===== src/rtl/dmem_bridge.sv =====
// dmem_bridge: converts the MEM stage's single-cycle data-memory request into
// an SRAM-like req / addr_ok / data_ok bus transaction, holding the pipeline
// with stall_req_o while the access is outstanding and returning a registered
// load word to MEM.
//
// Optional feature: define DMEM_TIMEOUT_EN to build a bus watchdog that aborts
// a transaction after TIMEOUT_CYCLES cycles without data_ok. When it is not
// defined, bus_err_o is tied low and the bridge waits indefinitely.
module dmem_bridge #(
    parameter int TIMEOUT_CYCLES = 255
) (
    input  logic        cpu_clk_50M,
    input  logic        cpu_rst,
    // MEM-stage request
    input  logic        mem_ce_i,
    input  logic        mem_we_i,
    input  logic [3:0]  mem_sel_i,
    input  logic [31:0] mem_addr_i,
    input  logic [31:0] mem_data_i,
    input  logic        mem_exc_i,
    input  logic        flush_i,
    // Pipeline side
    output logic        stall_req_o,
    output logic [31:0] rdata_o,
    output logic        rdata_valid_o,
    output logic        bus_err_o,
    // SRAM-like bus
    output logic        data_req_o,
    output logic        data_wr_o,
    output logic [1:0]  data_size_o,
    output logic [31:0] data_addr_o,
    output logic [31:0] data_wdata_o,
    input  logic        data_addr_ok_i,
    input  logic [31:0] data_rdata_i,
    input  logic        data_data_ok_i
);

    typedef enum logic [1:0] {
        IDLE = 2'd0,
        REQ  = 2'd1,
        WAIT = 2'd2,
        DONE = 2'd3
    } state_t;

    state_t state;
    state_t next_state;

    logic cancel;     // outstanding transaction belongs to a flushed instruction
    logic new_req;    // MEM presents a request that is allowed to go out
    logic in_flight;  // REQ or WAIT: bus transaction outstanding
    logic data_done;  // data phase of the outstanding transaction ends this cycle
    logic kill;       // the completing transaction must not reach the pipeline
    logic timeout;    // watchdog expires this cycle

    // Byte-lane select to bus size: single lanes are bytes, aligned lane
    // pairs are halves, everything else (including odd patterns) is a word.
    function automatic logic [1:0] sel_to_size(input logic [3:0] sel);
        logic [1:0] size;
        case (sel)
            4'b0001, 4'b0010, 4'b0100, 4'b1000: size = 2'd0;
            4'b0011, 4'b1100:                   size = 2'd1;
            default:                            size = 2'd2;
        endcase
        return size;
    endfunction

    // Request qualification and transaction-completion decode
    always_comb begin
        new_req   = mem_ce_i & ~mem_exc_i & ~flush_i;
        in_flight = (state == REQ) || (state == WAIT);
        data_done = ((state == REQ)  && data_addr_ok_i && data_data_ok_i) ||
                    ((state == WAIT) && data_data_ok_i);
        // A flush arriving in the very cycle data_ok returns also discards it.
        kill      = cancel | flush_i;
    end

`ifdef DMEM_TIMEOUT_EN
    localparam int CNT_W = $clog2(TIMEOUT_CYCLES + 1);

    logic [CNT_W-1:0] wd_cnt;

    // Watchdog counter: cleared on entry to REQ, counts every in-flight cycle
    always_ff @(posedge cpu_clk_50M) begin
        if (cpu_rst) begin
            wd_cnt <= '0;
        end else if (state == IDLE) begin
            wd_cnt <= '0;
        end else if (in_flight) begin
            wd_cnt <= wd_cnt + CNT_W'(1);
        end
    end

    // Expire on the TIMEOUT_CYCLES-th in-flight cycle; data_ok takes priority
    always_comb begin
        timeout = in_flight && !data_done &&
                  (wd_cnt == CNT_W'(TIMEOUT_CYCLES - 1));
    end

    // One-cycle abort pulse, coincident with the following DONE cycle
    always_ff @(posedge cpu_clk_50M) begin
        if (cpu_rst) begin
            bus_err_o <= 1'b0;
        end else begin
            bus_err_o <= timeout;
        end
    end
`else
    // Without the watchdog nothing ever expires (the limit can never be < 0)
    always_comb begin
        timeout = (TIMEOUT_CYCLES < 0);
    end

    assign bus_err_o = 1'b0;
`endif

    // FSM state register
    always_ff @(posedge cpu_clk_50M) begin
        if (cpu_rst) begin
            state <= IDLE;
        end else begin
            state <= next_state;
        end
    end

    // FSM next-state logic
    always_comb begin
        next_state = state;
        case (state)
            IDLE: begin
                if (new_req) begin
                    next_state = REQ;
                end
            end
            REQ: begin
                if (data_done || timeout) begin
                    next_state = kill ? IDLE : DONE;
                end else if (data_addr_ok_i) begin
                    next_state = WAIT;
                end
            end
            WAIT: begin
                if (data_done || timeout) begin
                    next_state = kill ? IDLE : DONE;
                end
            end
            DONE: begin
                // The same instruction still drives mem_ce_i here; ignore it.
                next_state = IDLE;
            end
            default: next_state = IDLE;
        endcase
    end

    // FSM combinational output: hold the pipeline while an access is pending
    always_comb begin
        stall_req_o = ((state == IDLE) && new_req) || in_flight;
    end

    // Cancel flag: set by a flush while in flight, cleared once the drain ends
    always_ff @(posedge cpu_clk_50M) begin
        if (cpu_rst) begin
            cancel <= 1'b0;
        end else begin
            cancel <= in_flight && (next_state != IDLE) && (next_state != DONE) &&
                      (cancel || flush_i);
        end
    end

    // Registered bus request and completion pulse, derived from the next state
    always_ff @(posedge cpu_clk_50M) begin
        if (cpu_rst) begin
            data_req_o    <= 1'b0;
            rdata_valid_o <= 1'b0;
        end else begin
            data_req_o    <= (next_state == REQ);
            rdata_valid_o <= (next_state == DONE);
        end
    end

    // Request latch: captured once when the request is accepted in IDLE
    always_ff @(posedge cpu_clk_50M) begin
        if (cpu_rst) begin
            data_wr_o    <= 1'b0;
            data_size_o  <= 2'd0;
            data_addr_o  <= 32'd0;
            data_wdata_o <= 32'd0;
        end else if ((state == IDLE) && new_req) begin
            data_wr_o    <= mem_we_i;
            data_size_o  <= sel_to_size(mem_sel_i);
            data_addr_o  <= mem_addr_i;
            data_wdata_o <= mem_data_i;
        end
    end

    // Load-data register: updated only by a completing, non-cancelled load
    always_ff @(posedge cpu_clk_50M) begin
        if (cpu_rst) begin
            rdata_o <= 32'd0;
        end else if (data_done && !kill && !data_wr_o) begin
            rdata_o <= data_rdata_i;
        end else if (timeout && !kill && !data_wr_o) begin
            rdata_o <= 32'hDEADBEEF;
        end
    end

endmodule


===== config.mk =====
export PLATFORM = sky130hd
export DESIGN_NAME = dmem_bridge
export DESIGN_NICKNAME = d
export VERILOG_FILES = /design/src/rtl/dmem_bridge.sv
export SDC_FILE = /design/constraint.sdc
export NUM_CORES = 1
export LEC_CHECK = 0
export ABC_AREA = 1
export BUFFER_PORTS_ARGS = -buffer_cell sky130_fd_sc_hd__buf_2
export CORE_ASPECT_RATIO = 0.9
export CORE_MARGIN = 1.5
export CORE_UTILIZATION = 30
export CTS_CLUSTER_SIZE = 16
export DETAILED_ROUTE_END_ITERATION = 6
export SYNTH_ARGS = -nofsm -noshare
export SYNTH_HDL_FRONTEND = slang
export SYNTH_SLANG_ARGS = --single-unit

===== constraint.sdc =====
create_clock -name cpu_clk_50M -period 4.7 [get_ports cpu_clk_50M]
set_clock_uncertainty 0.1 [all_clocks]
set_input_delay 0.705 -clock cpu_clk_50M [delete_from_list [all_inputs] [get_ports cpu_clk_50M]]
set_output_delay 0.705 -clock cpu_clk_50M [all_outputs]
set_load 0.01 [all_outputs]

==> metrics <==
placed cell count between 800 and 900; post-route cell area 5200 um2; relative slew slack 0.547; clock latency on the worst-skew pair 0.34 ns; synthesis-stage register bit count ~100; setup TNS 0 ns; CTS Sinks 104; HP Class reg2reg; Placed Area 4910 um2; Avg Inst Size Synth 7.73 um2; fraction of layout cells with a size suffix above 1 0.344; power density cells 355 nW/um2; DP HPWL about 7300 um; DR vias approximately 3,800; Filler cells 1,275; Initial Utilization 0.313; CP max-delay cell dfxtp_1; total length of routed wires 10,200 um; Post-CTS Setup Bufs 0; Syn Inst Count 494; CP Class reg2out; Die ar. 13,400 um2; die height 110 um; Psw 437 uW; worst path cell trace inv_1 > ha_1 > or2_2 > buf_2; Clock Path Buffers 2; Clock Pin Slew Worst Setup and Hold Paths ~0.060 ns; synth warn 0; CP max FO 4; number of antenna diodes 0; Post-CTS Resized 0; # port buffers about 210; Root Driver clkbuf_16; grt total ovfl 0; Fin. Hold Viols 0; Worst EP arrival 1.56 ns; Clk pwr share 0.387; H-tree Lvls 3; Tot GR Track Use 0.152; period utilisation layout 0.503; minimum clock period 2.37 ns; antenna-violating nets left 0; Residual DRC 0; Num CTS Buffers 9; number of global-route vias before repair 3,433; Layout area overhead 36.1%; Syn Std Cell Area 3820 um2; delay of the slowest cell on the worst path roughly 0.37 ns; Net Count, Synth around 610; initial antenna violation count 0; Core ar. about 12,000 um2; Critical path buffers and inverters 2; drt pass-1 iters 4; unrepaired setup endpoints after global routing no; Final Setup Violations 0; PnR Total Power 1840 uW; internal power between 1000 and 1500 uW; first-pass GRT wire length 16,000 um; CTS tree built; CP required 3.89 ns; Gate power share 0.108; Die X-Extent 122 um; status finished, final reports clean; row count 38; Worst Setup Start Kind flip-flop; peak supply drop 0.206 mV; utilization after layout 0.425; Sw Share 0.237; Routed WL per cell about 12 um; Reg power frac 0.506; Hold Buf Count CTS 0; I/O pin count between 200 and 250; max cap viols 0; Final nets 799; Final Max Tran Viols 0; pin count of the biggest net entering global routing 69; Finished Layout Cells roughly 850; Crit. End Element primary output; DRT iter0 DRCs 109; Peak Freq approximately 420 MHz; Final GP Congestion 0.745; vias per cell about 4.4; Synth cell types 21; Leak Pwr 0.00254 uW; Slew @ Worst Pin 0.680 ns; Top delay family on crit path flip-flops; register area share after synthesis 0.545
routing by layer:
metal / track usage / up-vias / wire length, um
met2: 0.252 / 131 / 4600
met3: 0.0556 / 8 / 923
met4: 0.0630 / 0 / 148
met1: 0.179 / 1672 / 4480
met5: 0 / - / 0
li1: - / 1948 / -
layout make-up:
class | count | area [um2] | share of cell area
clock buffer | 14 | 274 | 0.0527
clock inverter | 2 | 12.5 | 0.00241
inverter | 15 | 56.3 | 0.0108
multi-input combinational | 344 | 1500 | 0.288
sequential | 104 | 2080 | 0.400
tap | 160 | 200 | 0.0385
timing repair buffer | 213 | 1080 | 0.207
placed cells by master, fill, tap and decap left out:
master        n
buf_2       209
nor2_1      205
dfxtp_1     104
o21ai_0      61
o21ai_1      40
nand2_1      18
inv_1        11
clkbuf_16     9
nand3_1       5
inv_2         4
ha_1          4
buf_4         4
clkbuf_8      3
nand2_2       2
or2_2         2
a21oi_1       2
clkbuf_1      2
nor3_4        1
nor2_2        1
nand3_2       1
xnor2_1       1
conb_1        1
clkinv_2      1
clkinvlp_4    1
worst reg2reg max path, cell delays in order, from the launching register on:
cell     delay (ns)
dfxtp_1        0.39
inv_1          0.10
ha_1           0.21
nand2_1        0.06
nand2_1        0.08
nand3_2        0.08
buf_4          0.30
inv_2          0.31
nor2_1         0.18
nor2_1         0.06
registers in the layout (all words and copies together) (netlist names):
signal and flops:
cancel 1, data_wr_o 1, data_addr_o 32, rdata_o 32
data_wdata_o 32, data_size_o 2, rdata_valid_o 1, state 2
data_req_o 1
synth_stat cells (all sizes together):
cell	instances	share of area
xnor2	1	0.0023
a21oi	2	0.0026
ha	4	0.013
nand2	20	0.021
inv	15	0.015
nor2	206	0.20
nand3	6	0.0092
conb	1	0.00098
dfxtp	104	0.55
or2	2	0.0033
o21ai	101	0.13
clkbuf	14	0.014
nor3	1	0.0043
buf	17	0.034
logic make-up after synthesis:
kind of cell,after synthesis,share of synthesized area
flip-flops,104,0.545
other,1,0.000982
buffers and inverters,46,0.0629
AND/OR/NAND/NOR,235,0.241
adder cells (fa/ha/maj),4,0.0131
AO/OA/AOI/OAI,103,0.135
XOR/XNOR,1,0.00229
through the flow:
stage | setup WS, ns | hold WS [ns]
after floorplan | 2.53 | 0.384
after global placement | 2.43 | 0.358
after detailed placement | 2.37 | 0.367
after CTS | 2.30 | 0.377
after global routing | 2.22 | 0.387
final | 2.33 | 0.373
worst paths after layout:
kind | start | to | slack, ns | cells after the start
worst min-delay path | data_size_o[1] | data_size_o[1] | 0.37 | 2
worst max-delay path | state[0] | stall_req_o | 2.33 | 4
worst max register to register | state[1] | rdata_o[4] | 2.71 | 9
worst min register to register | data_size_o[1] | data_size_o[1] | 0.37 | 2
power by group through the flow:
stage / Sequential [uW] / Combinational [uW] / Clock, uW
after floorplan: 967 / 92.8 / 0
after global placement: 951 / 198 / 0
after detailed placement: 952 / 201 / 0
after CTS: 933 / 201 / 742
after global routing: 936 / 226 / 768
final: 932 / 198 / 713
(Power assumes the default switching activity.)
